### src/rtl/vend_pkg.sv
// Shared types and constants for the vending transaction controller:
// FSM state encoding, coin denominations and the item price table.
package vend_pkg;

   typedef enum logic [1:0] {
      ST_IDLE    = 2'd0,
      ST_COLLECT = 2'd1,
      ST_VEND    = 2'd2,
      ST_CHANGE  = 2'd3
   } state_t;

   localparam logic [7:0] COIN_10  = 8'd10;
   localparam logic [7:0] COIN_20  = 8'd20;
   localparam logic [7:0] COIN_50  = 8'd50;
   localparam logic [7:0] COIN_100 = 8'd100;

   localparam logic [7:0] ITEM1_PRICE  = 8'd10;
   localparam logic [7:0] ITEM2_PRICE  = 8'd20;
   localparam logic [7:0] ITEM3_PRICE  = 8'd50;
   localparam logic [7:0] ITEM4_PRICE  = 8'd80;
   localparam logic [7:0] ITEM5_PRICE  = 8'd100;
   localparam logic [7:0] ITEM6_PRICE  = 8'd120;
   localparam logic [7:0] ITEM7_PRICE  = 8'd150;
   localparam logic [7:0] ITEM8_PRICE  = 8'd200;
   localparam logic [7:0] ITEM9_PRICE  = 8'd220;
   localparam logic [7:0] ITEM10_PRICE = 8'd250;

   typedef struct packed {
      logic       valid;
      logic [7:0] price;
   } price_t;

   function automatic price_t price_of(input logic [3:0] code);
      price_t p;
      p.valid = 1'b1;
      p.price = 8'd0;
      case (code)
         4'd1:    p.price = ITEM1_PRICE;
         4'd2:    p.price = ITEM2_PRICE;
         4'd3:    p.price = ITEM3_PRICE;
         4'd4:    p.price = ITEM4_PRICE;
         4'd5:    p.price = ITEM5_PRICE;
         4'd6:    p.price = ITEM6_PRICE;
         4'd7:    p.price = ITEM7_PRICE;
         4'd8:    p.price = ITEM8_PRICE;
         4'd9:    p.price = ITEM9_PRICE;
         4'd10:   p.price = ITEM10_PRICE;
         default: p.valid = 1'b0;
      endcase
      return p;
   endfunction

   function automatic logic is_legal_coin(input logic [7:0] value);
      return (value == COIN_10) || (value == COIN_20) ||
             (value == COIN_50) || (value == COIN_100);
   endfunction

endpackage

### src/rtl/vend_change_sel.sv
// Greedy change picker: largest hopper denomination not exceeding the
// current credit, or 0 when no coin fits.
module vend_change_sel
   import vend_pkg::*;
(
   input  logic [7:0] credit,
   output logic [7:0] change_value
);

   always_comb begin
      if (credit >= COIN_100)     change_value = COIN_100;
      else if (credit >= COIN_50) change_value = COIN_50;
      else if (credit >= COIN_20) change_value = COIN_20;
      else if (credit >= COIN_10) change_value = COIN_10;
      else                        change_value = 8'd0;
   end

endmodule

### src/rtl/vend_txn_ctrl.sv
// Vending transaction sequencer: collects coins into credit, validates
// selections, handshakes with the dispenser and pays change coin by coin.
module vend_txn_ctrl
   import vend_pkg::*;
#(
   parameter int TIMEOUT_CYCLES = 1000,
   parameter int CREDIT_MAX     = 255
)
(
   input  logic       clk,
   input  logic       reset,
   input  logic       coin_valid,
   input  logic [7:0] coin_value,
   input  logic       select_valid,
   input  logic [3:0] item_code,
   input  logic       cancel,
   input  logic       vend_done,
   input  logic       change_ack,
   output logic       coin_reject,
   output logic       sel_error,
   output logic       vend_req,
   output logic [3:0] vend_item,
   output logic       change_valid,
   output logic [7:0] change_value,
   output logic [7:0] credit,
   output logic       busy
);

   localparam int TW = (TIMEOUT_CYCLES > 1) ? $clog2(TIMEOUT_CYCLES) : 1;

   state_t        state, state_nxt;
   logic [TW-1:0] timer, timer_nxt;
   logic [7:0]    credit_nxt;
   logic [3:0]    vend_item_nxt;
   logic          coin_reject_nxt, sel_error_nxt, vend_req_nxt;
   logic          change_valid_nxt, busy_nxt;
   logic [8:0]    coin_sum;
   logic          coin_fits;
   logic [7:0]    pick;
   price_t        sel_price;

   // 9-bit sum so an overflowing coin is caught before it wraps the credit
   assign coin_sum  = {1'b0, credit} + {1'b0, coin_value};
   assign coin_fits = (coin_sum <= 9'(CREDIT_MAX));
   assign sel_price = price_of(item_code);

   vend_change_sel u_change_sel (
      .credit       (credit),
      .change_value (pick)
   );

   assign change_value = change_valid ? pick : 8'd0;

   // NOTE: every always_comb output gets a default first, so no path can infer a latch.
   always_comb begin
      state_nxt        = state;
      credit_nxt       = credit;
      timer_nxt        = '0;
      vend_item_nxt    = vend_item;
      vend_req_nxt     = vend_req;
      change_valid_nxt = change_valid;
      coin_reject_nxt  = 1'b0;
      sel_error_nxt    = 1'b0;

      case (state)
         ST_IDLE, ST_COLLECT: begin
            if (cancel) begin
               coin_reject_nxt = coin_valid;
               if (state == ST_COLLECT) begin
                  state_nxt        = (credit != 8'd0) ? ST_CHANGE : ST_IDLE;
                  change_valid_nxt = (credit != 8'd0);
               end
            end else if (coin_valid) begin
               if (is_legal_coin(coin_value) && coin_fits) begin
                  credit_nxt = coin_sum[7:0];
                  state_nxt  = ST_COLLECT;
               end else begin
                  coin_reject_nxt = 1'b1;
               end
            end else if (select_valid) begin
               if (!sel_price.valid || (credit < sel_price.price)) begin
                  sel_error_nxt = 1'b1;
               end else begin
                  credit_nxt    = credit - sel_price.price;
                  vend_item_nxt = item_code;
                  vend_req_nxt  = 1'b1;
                  state_nxt     = ST_VEND;
               end
            end else if (state == ST_COLLECT) begin
               // Quiet COLLECT cycles count toward the automatic refund
               if (timer == TW'(TIMEOUT_CYCLES - 1)) begin
                  state_nxt        = (credit != 8'd0) ? ST_CHANGE : ST_IDLE;
                  change_valid_nxt = (credit != 8'd0);
               end else begin
                  timer_nxt = timer + 1'b1;
               end
            end
         end

         ST_VEND: begin
            coin_reject_nxt = coin_valid;
            sel_error_nxt   = select_valid && !coin_valid && !cancel;
            if (vend_done) begin
               vend_req_nxt     = 1'b0;
               state_nxt        = (credit != 8'd0) ? ST_CHANGE : ST_IDLE;
               change_valid_nxt = (credit != 8'd0);
            end
         end

         ST_CHANGE: begin
            coin_reject_nxt = coin_valid;
            sel_error_nxt   = select_valid && !coin_valid && !cancel;
            if (change_ack) begin
               credit_nxt = credit - pick;
               if (credit == pick) begin
                  state_nxt        = ST_IDLE;
                  change_valid_nxt = 1'b0;
               end
            end
         end

         default: state_nxt = ST_IDLE;
      endcase

      busy_nxt = (state_nxt == ST_VEND) || (state_nxt == ST_CHANGE);
   end

   // NOTE: sequential state uses non-blocking assignments so all registers update together.
   always_ff @(posedge clk) begin
      if (reset) begin
         state        <= ST_IDLE;
         credit       <= 8'd0;
         timer        <= '0;
         vend_item    <= 4'd0;
         vend_req     <= 1'b0;
         change_valid <= 1'b0;
         coin_reject  <= 1'b0;
         sel_error    <= 1'b0;
         busy         <= 1'b0;
      end else begin
         state        <= state_nxt;
         credit       <= credit_nxt;
         timer        <= timer_nxt;
         vend_item    <= vend_item_nxt;
         vend_req     <= vend_req_nxt;
         change_valid <= change_valid_nxt;
         coin_reject  <= coin_reject_nxt;
         sel_error    <= sel_error_nxt;
         busy         <= busy_nxt;
      end
   end

endmodule

### config.mk
export PLATFORM = sky130hd
export DESIGN_NAME = vend_txn_ctrl
export DESIGN_NICKNAME = d
export VERILOG_FILES = /design/src/rtl/vend_pkg.sv /design/src/rtl/vend_change_sel.sv /design/src/rtl/vend_txn_ctrl.sv
export SDC_FILE = /design/constraint.sdc
export NUM_CORES = 1
export LEC_CHECK = 0
export ABC_AREA = 1
export CORE_MARGIN = 2
export CORE_UTILIZATION = 41
export CTS_BUF_LIST = sky130_fd_sc_hd__clkbuf_4 sky130_fd_sc_hd__clkbuf_8
export DETAILED_ROUTE_END_ITERATION = 8
export HOLD_SLACK_MARGIN = 0.12
export PLACE_DENSITY_LB_ADDON = 0.15
export SETUP_SLACK_MARGIN = 0.02
export SYNTH_ARGS = -nofsm -noshare
export SYNTH_HDL_FRONTEND = slang
export SYNTH_SLANG_ARGS = --single-unit
export TNS_END_PERCENT = 50
### constraint.sdc
create_clock -name clk -period 2.78 [get_ports clk]
set_clock_uncertainty 0.05 [all_clocks]
set_input_delay 0.556 -clock clk [delete_from_list [all_inputs] [get_ports clk]]
set_output_delay 0.556 -clock clk [all_outputs]
set_load 0.02 [all_outputs]
After elaboration in Yosys (flattened, before gate mapping)
Index checks and enable logic that the tools add are counted.
Widths: inputs -> output; s select.
{ "word_totals": {"ff_bits": 29, "latchBits": 0, "romBits": 0, "word_cells": 134, "out_inout_bits": 25, "in_bits": 19, "ram_bits": 0, "mem_count": 0} }
{ "classes": {"n_addsub": 4, "muxes": 52, "n_bitwise": 5, "shift": 0, "div": 0, "eq_ne": 35, "n_mul": 0, "n_lt_le_gt_ge": 6, "reduce_logical": 23} }
{ "op_table": {"columns": ["cell", "count"], "rows": [
  ["$mux 8", 10],
  ["$pmux 8 s10", 1],
  ["$mux 2", 12],
  ["$mux 1", 22],
  ["$ne 3x3->1 const B", 6],
  ["$eq 4x3->1 const B", 4],
  ["$ne 2x2->1 const B", 8],
  ["$pmux 8 s2", 1],
  ["$sub 8x8->8", 2],
  ["$eq 4x4->1 const B", 3],
  ["$reduce_and 6->1", 2],
  ["$add 10x1->10 const B", 1],
  ["$eq 10x10->1 const B", 1],
  ["$reduce_or 10->1", 1],
  ["$add 8x8->9", 1],
  ["$le 9x8->1 const B", 1],
  ["$eq 2x2->1 const B", 4],
  ["$eq 4x2->1 const B", 2],
  ["$eq 8x4->1 const B", 1],
  ["$eq 8x5->1 const B", 1],
  ["$eq 8x6->1 const B", 1],
  ["$eq 8x7->1 const B", 1],
  ["$eq 8x8->1", 1],
  ["$ge 8x4->1 const B", 1],
  ["other kinds (21)", 37]
]} }

Depth between registers and ports, before layout
{ "depth": {"depth_word": 12, "mapped_depth": 20, "ltp_nobuf": 20} }

Hierarchy
Synthesis repeated with hierarchy kept, for this count alone.
{ "unflattened": {"hier_cells": 507, "area_unflattened_um2": 3083.0} }
{ "modules_own_cells": {"columns": ["module", "cells_per_inst", "n_inst", "seq_area_each_um2", "area_each_um2"], "rows": [
  ["vend_txn_ctrl", 476, 1, 580.6, 2889.0],
  ["vend_change_sel", 31, 1, 0.0, 193.9]
]} }

Worst setup path after synthesis
OpenSTA, ideal clock, no wires.
{ "synth_path": {"path_kind": "reg2reg", "start": "register credit[6]", "end": "register credit[5]", "setup_ps": 111, "path_buffers": 0, "stages_incl_launch_ff": 19, "path_slack_ps": 149, "period_less_slack_ps": 2631, "t_arrival_ps": 2470, "t_required_ps": 2619, "cell_sequence": "dfxtp_1 > nor2_1 > inv_1 > nor2_1 > o21ai_0 > o21bai_1 > a21oi_1 > ha_1 > inv_1 > fa_1 > inv_1 > nor2_1 > or2_2 > nand2_1 > nand2_1 > nor2_1 > a21oi_1 > nor2_1 > nor2_1"} }
{ "synth_between": {"elab_chain_len": 8, "elab_cells_between_ends": 19, "classes_between": "add/sub: 2; order compare: 6; eq/ne: 2; mux: 6; reduce/logical: 3"} }
{ "synth_rtl": {"columns": ["element", "line_no", "rtl"], "rows": [
  ["from (decl)", "vend_txn_ctrl.sv:25", "output logic [7:0] credit,"],
  ["from (signal assigned)", "vend_txn_ctrl.sv:142", "credit <= credit_nxt;"],
  ["$ge 8x4->1", "vend_change_sel.sv:14", "else if (credit >= COIN_10) change_value = COIN_10;"],
  ["$mux 4", "vend_change_sel.sv:14", null],
  ["$mux 8", "vend_change_sel.sv:13", "else if (credit >= COIN_20) change_value = COIN_20;"],
  ["$mux 8", "vend_change_sel.sv:12", "else if (credit >= COIN_50) change_value = COIN_50;"],
  ["$mux 8", "vend_change_sel.sv:11", "if (credit >= COIN_100) change_value = COIN_100;"],
  ["$sub 8x8->8", "vend_txn_ctrl.sv:114", "credit_nxt = credit - pick;"],
  ["$mux 8", "vend_txn_ctrl.sv:113", "if (change_ack) begin"],
  ["$pmux 8 s2", "vend_txn_ctrl.sv:65", "case (state)"]
]} }
Several ways; a longest one is shown, not always the timed one. The select of a mux whose other input is x is not followed.
A chain may end at the register's enable or synchronous reset.

Worst setup path in the final report
Ends and elaborated chain as after synthesis.

==> results by group <==
Worst hold path
  • Hold Path Stages: 1
  • Hold EP: timer[0]
  • Worst hold start: timer[0]
  • Hold WC Path Type: flip-flop to flip-flop

Logic synthesis
  • Avg Inst Size Synth: 6.07 µm²
  • Post-Syn Area: 2890 µm²
  • Yosys top cell area share: 20.1%
  • Synth Flop Type: dfxtp_1
  • Synth Register Bits: 29
  • Commonest cells post-synth: 117 x nand2_1, 71 x nor2_1, 64 x inv_1
  • Leading post-synthesis cells by cell area: dfxtp_1 20%, nand2_1 15%, ha_1 9.5%
  • Netlist cell types: 42
  • Cells after Synth: 476
  • Yosys top cell by area: dfxtp_1
  • Most numerous cell in the Yosys netlist: nand2_1
  • Async S/R FF share, synth: 0%
  • Post-synth EDFFs: 0
  • Seq/Total Area, Yosys: 20.1%
  • Yosys warns: 0

Route
  • Antenna viol nets, final: 0
  • Total Wirelength: 8.36 mm
  • Drt pass-1 iters: 4
  • WL/cell: 12.4 µm
  • Drt initial violations: 111
  • Vias/cell: 4.98
  • # DRC: 0
  • DR vias: 3351

Critical path
  • Reg2reg setup slack: 0.16 ns
  • CP required: 2.91 ns
  • Crit-path max FO: 2
  • Crit Path Class: flip-flop to flip-flop
  • R2r endpoint: credit[5]
  • Worst r2r src: credit[6]
  • R2R cell count: 18
  • Startpoint Class: flip-flop
  • Worst Path Arrival: 2.74 ns
  • CP endpoint kind: flip-flop

Timing
  • Setup total negative slack: 0 ns
  • Tmin final: 2.62 ns
  • Slew HR: 63.3%
  • Setup violations, final: 0
  • Fin crit share: 94.1%
  • Final hold viol count: 0
  • Fmax: 0.382 GHz
  • PnR worst setup slack: 0.164 ns
  • Slew @ Worst Pin: 0.550 ns
  • RSZ-0062 raised after global routing: false
  • Fin. max-slew vios: 0

Clocking
  • Skew-Pair Late Insertion Delay: 0.28 ns
  • TritonCTS Buffers: 5
  • Sink Count: 29
  • TritonCTS clock tree: yes
  • Clock Root Buffer: clkbuf_8
  • CTS HTree Levels: 2
  • Post-CTS Hold Fix Bufs: 0
  • Clk slew on worst S/H paths: 0.07 ns
  • CTS max path bufs: 2

Die
  • Number of I/O pins: 44
  • Starting Density: 42.5%
  • Die Y: 88.0 µm
  • Core Area: 6790 µm²
  • # rows: 30
  • Area of the die: 7740 µm²
  • Die Span X: 88.0 µm

Run
  • Max-cap violations: 0

Cells and area
  • Post-layout nets: 620
  • # fillers: 642
  • Layout area overhead: 40.4%
  • Layout cells sized above 1: 20.1%
  • Design Area, Final: 4060 µm²
  • Ant. Diodes: 0

Placement
  • DP HPWL: 6.46 mm
  • Setup slack at placement: -0.381 ns
  • Port bufs: 41
  • Final RePlAce weighted congestion: 0.908
  • Placement Cell Area: 3770 µm²

GRT
  • Initial antenna violation count: 0
  • Congestion Overflow GR: 0
  • First-pass GRT wire length: 13.4 mm
  • Largest net degree at the start of global routing: 13
  • Vias in the first global route: 3039
  • Gr usage total: 21.5%

Pwr
  • LEAKAGE: 0.00203 µW
  • Pwr dens: 549 nW/µm²
  • Max VDD drop: 0.468 mV

Status
  • Status: finished clean
## metrics by stage
step           util, %  power (µW)  hold slack, ns  cells
3_5_place_dp      55.5        1640           0.392    659
6_report          59.7        2230           0.401    673
3_3_place_gp      55.5        1620           0.383    659
4_1_cts           58.0        2150           0.406    669
5_1_grt           59.7        2390           0.427    673
2_1_floorplan        -        1220           0.368    477
## timing repair
action                                  in CTS  in global routing
pin swaps                                    3                 13
endpoints found under the setup margin      16                 18
setup buffers                                1                  4
resized for setup                           18                 27
cloned                                       1                  0
## cell families after synthesis
| kind of cell | count (synthesis) | share of synthesized area [%] |
|---|---|---|
| AO/OA/AOI/OAI | 74 | 14.5 |
| XOR/XNOR | 7 | 2.12 |
| adder cells (fa/ha/maj) | 25 | 11.6 |
| buffers and inverters | 78 | 11.3 |
| flip-flops | 29 | 20.1 |
| other | 1 | 0.130 |
| AND/OR/NAND/NOR | 262 | 40.3 |
## worst max path at each step
stage                       to          from  depth (start not counted)  slack [ns]
2_1_floorplan        credit[5]     credit[6]                         18        0.15
3_3_place_gp         credit[7]  item_code[3]                         19       -0.41
3_5_place_dp         credit[4]  item_code[3]                         19       -0.38
4_1_cts        change_value[2]     credit[2]                          8        0.02
5_1_grt              credit[7]  item_code[2]                         19        0.02
6_report             credit[5]     credit[6]                         18        0.16
## power by group
group	switching [µW]	total (µW)	internal, µW	leakage, µW
sequential	40.4	486	445	0.000238
combinational	703	1280	576	0.00173
clock	161	463	302	0.0000619
## registers in the layout (all words and copies together) (netlist names)
signal and flops:
timer 10, sel_error 1, busy 1, vend_req 1
vend_item 4, credit 8, state 2, coin_reject 1
change_valid 1
## placed cells by master (no fill, tap or decap), types with 2 or more instances in the layout
cell / count
conb_1: 2
dfxtp_1: 25
dfxtp_2: 3
dlymetal6s2s_1: 3
nand3_2: 2
clkdlybuf4s50_1: 34
buf_4: 60
xnor2_1: 2
o21ai_0: 19
nor2_4: 4
clkbuf_8: 6
nor2_2: 3
o22ai_1: 2
and3_1: 2
xor2_1: 5
a21oi_1: 28
nand2_4: 2
nand4_1: 9
a21oi_2: 5
nor2_1: 66
o21ai_2: 2
o211ai_1: 4
o21ai_1: 4
inv_1: 59
nand2_1: 115
a21o_1: 2
nand2_2: 5
nand3_4: 3
nor3_1: 12
fa_1: 2
nor3b_1: 2
ha_1: 20
a31oi_1: 2
dlygate4sd2_1: 4
nand3_1: 32
inv_2: 8
## routing by layer
metal | vias to the layer above | part of all wire [%] | global-route usage [%]
li1 | 1758 | - | -
met3 | 13 | 4.5 | 3.11
met1 | 1513 | 45 | 27.8
met4 | 0 | 2.0 | 7.27
met5 | - | 0 | 0
met2 | 67 | 48 | 36.8
## cell type report
class                      count  area [µm²]  area share (%)
clock buffer                   7        90.1            2.22
clock inverter                 1        30.0           0.740
timing repair buffer         102         875            21.5
sequential                    29         588            14.5
inverter                      67         251            6.20
tap                           96         120            2.96
multi-input combinational    371        2100            51.8
## worst max-delay path: stages, from the launching register on
cell and delay [ns]:
dfxtp_2 0.33, nor2_4 0.12, inv_2 0.05, nor2_1 0.09, o21ai_1 0.09, o21bai_4 0.19
a21oi_2 0.15, ha_2 0.19, inv_2 0.04, fa_2 0.41, inv_2 0.06, nor2_1 0.05
or2_4 0.23, nand2_2 0.05, nand2_1 0.05, nor2_2 0.15, a21oi_2 0.05, nor2_1 0.10
nor2_1 0.06
(Power assumes the default switching activity.)
==> patch: new RTL, same settings <==
`TIMEOUT_CYCLES`: 1000 -> 2000.
--- a/src/rtl/vend_txn_ctrl.sv
+++ b/src/rtl/vend_txn_ctrl.sv
@@ -5,3 +5,3 @@
 #(
-   parameter int TIMEOUT_CYCLES = 1000,
+   parameter int TIMEOUT_CYCLES = 2000,
    parameter int CREDIT_MAX     = 255
Formal check against the unedited RTL: no difference found for any inputs over 4 cycles, from zero or initial values and one cycle with reset high; that may be too few to reach the edited logic, so the function may still have changed.
==> patch against the original RTL <==
Combinational power decreased by 23%; sequential cell count is 1 higher; total power fell by 8.9%; non-clock buffer count decreased by 19; routed wire length is 3.4% lower; global-route usage fell by 0.15 points; final area shrank 2.2%; worst setup slack better by 0.0050 ns; clock power up 20%; synthesized area increased by 1.5%; critical endpoint is now change_valid.
==> patch: results (changes against the original RTL) <==
** Outcome
- Status: finished, final reports clean (unchanged).

** Yosys
- Sequential share of the synthesized area :: 20.5% (was 20.1%)
- Fraction of post-synthesis cell area in the top cell type by area :: 20.5% (was 20.1%)
- Most used standard cells in the synthesized netlist: 116 x nand2_1, 70 x inv_1, 68 x nor2_1, 34 x a21oi_1, 33 x nand3_1 (was 117 x nand2_1, 71 x nor2_1, 64 x inv_1, 33 x nand3_1, 32 x a21oi_1).
- Largest cells by area after synthesis :: dfxtp_1 20%, nand2_1 15%, ha_1 9.4% (was dfxtp_1 20%, nand2_1 15%, ha_1 9.5%)

** Layout
- Largest registers :: timer: 11 flops, credit: 8 flops, vend_item: 4 flops (was timer: 10 flops, credit: 8 flops, vend_item: 4 flops)
- Ratio of cells with drive above 1 in the final layout :: 17.3% (was 20.1%)
- The number of nets in the layout was 610 (was 620).

** Critical path
- Arrival time at the worst endpoint :: 2.73 ns (was 2.74 ns)
- Reg2reg path depth :: 17 (was 18)
- The largest fanout of any net on the critical path is 6 (was 2).
- The terminus of the critical flop-to-flop path is change_valid (was credit[5]).
- RR Startpoint :: credit[3] (was credit[6])

** Placed design
- DP Wirelength :: 6.33 mm (was 6.46 mm)
- The placement-stage worst setup slack is -0.406 ns (was -0.381 ns).
- Final RePlAce weighted congestion :: 0.896 (was 0.908)

** Global route
- Via count of the first global-routing pass :: 2,978 (was 3,039)
- First-pass GRT wire length :: 13.3 mm (was 13.4 mm)
- All-layer global routing usage :: 21.4% (was 21.5%)
- Pin count of the biggest net entering global routing :: 12 (was 13)

** Timing
- Final clock period utilization by the worst path :: 93.9% (was 94.1%)

** Route
- Number of DRC markers after the initial detailed-route iteration :: 216 (was 111)
- The total number of vias came to 3,277 (was 3,351).
- The overall routed net length is 8.07 mm (was 8.36 mm).

** Power
- Peak supply drop :: 432 µV (was 468 µV)
- Leakage power of the design :: 2.00 nW (was 2.03 nW)
[patch: power breakdown]
part	total, mW	leakage, nW	switching, mW	internal [mW]
Combinational	0.992	1.69	0.577	0.415
Sequential	0.480	0.244	0.0263	0.454
Clock	0.556	0.0714	0.174	0.382
Total	2.03	2.00	0.777	1.25
[patch: worst min path at each step]
stage | start | endpoint | slack, ns | depth (start not counted)
2_1_floorplan | timer[0] | timer[0] | 0.36 | 1
3_3_place_gp | timer[0] | timer[0] | 0.38 | 1
3_5_place_dp | timer[0] | timer[0] | 0.39 | 1
4_1_cts | timer[0] | timer[0] | 0.40 | 1
5_1_grt | timer[0] | timer[0] | 0.41 | 1
6_report | timer[0] | timer[0] | 0.39 | 1
[patch: logic make-up after synthesis]
group | share of synthesized area (%)
AND/OR/NAND/NOR | 39.5
buffers and inverters | 11.9
flip-flops | 20.5
other | 0.128
AO/OA/AOI/OAI | 14.1
XOR/XNOR | 2.39
adder cells (fa/ha/maj) | 11.4
[patch: final cells by class]
cell class	count	area share, %
inverter	77	7.28
timing repair buffer	83	18.4
clock buffer	6	2.08
sequential	30	15.1
multi-input combinational	369	52.6
clock inverter	2	1.51
tap	96	3.03
[patch: what timing repair did]
action,in CTS,in global routing
resized for setup,14,21
setup buffers,0,3
pin swaps,3,3
setup endpoints to repair,18,21
cloned,1,0
[patch: worst max-delay path, stage by stage (launching register included)]
cell	delay [ns]
dfxtp_1	0.32
inv_1	0.09
nand2_1	0.08
inv_1	0.09
nand2_1	0.08
a31oi_2	0.17
buf_4	0.15
nand2_1	0.07
ha_2	0.39
nand2_1	0.07
nor2_1	0.13
nand4_1	0.09
nand2_1	0.11
o21ai_0	0.14
inv_1	0.07
nand2_1	0.09
o21ai_0	0.22
a21oi_1	0.06
[patch: per-layer routing]
metal | GRT usage (%) | wire (µm) | vias to the layer above
li1 | - | - | 1722
met1 | 29.7 | 3850 | 1458
met2 | 34.9 | 3700 | 90
met3 | 3.64 | 462 | 7
met4 | 4.82 | 61 | 0
met5 | 0 | 0 | -
[patch: per-stage QoR]
| step | instance area [µm²] | cells | hold WS (ns) | utilization (%) | setup TNS [ns] |
|---|---|---|---|---|---|
| 4_1_cts | 3880 | 660 | 0.396 | 56.5 | 0 |
| 3_5_place_dp | 3700 | 651 | 0.385 | 53.8 | -5.81 |
| 5_1_grt | 3970 | 663 | 0.414 | 57.8 | 0 |
| 3_3_place_gp | 3700 | 651 | 0.378 | 53.8 | -5.34 |
| 6_report | 3970 | 663 | 0.389 | 57.8 | 0 |
| 2_1_floorplan | 2940 | 485 | 0.363 | - | 0 |
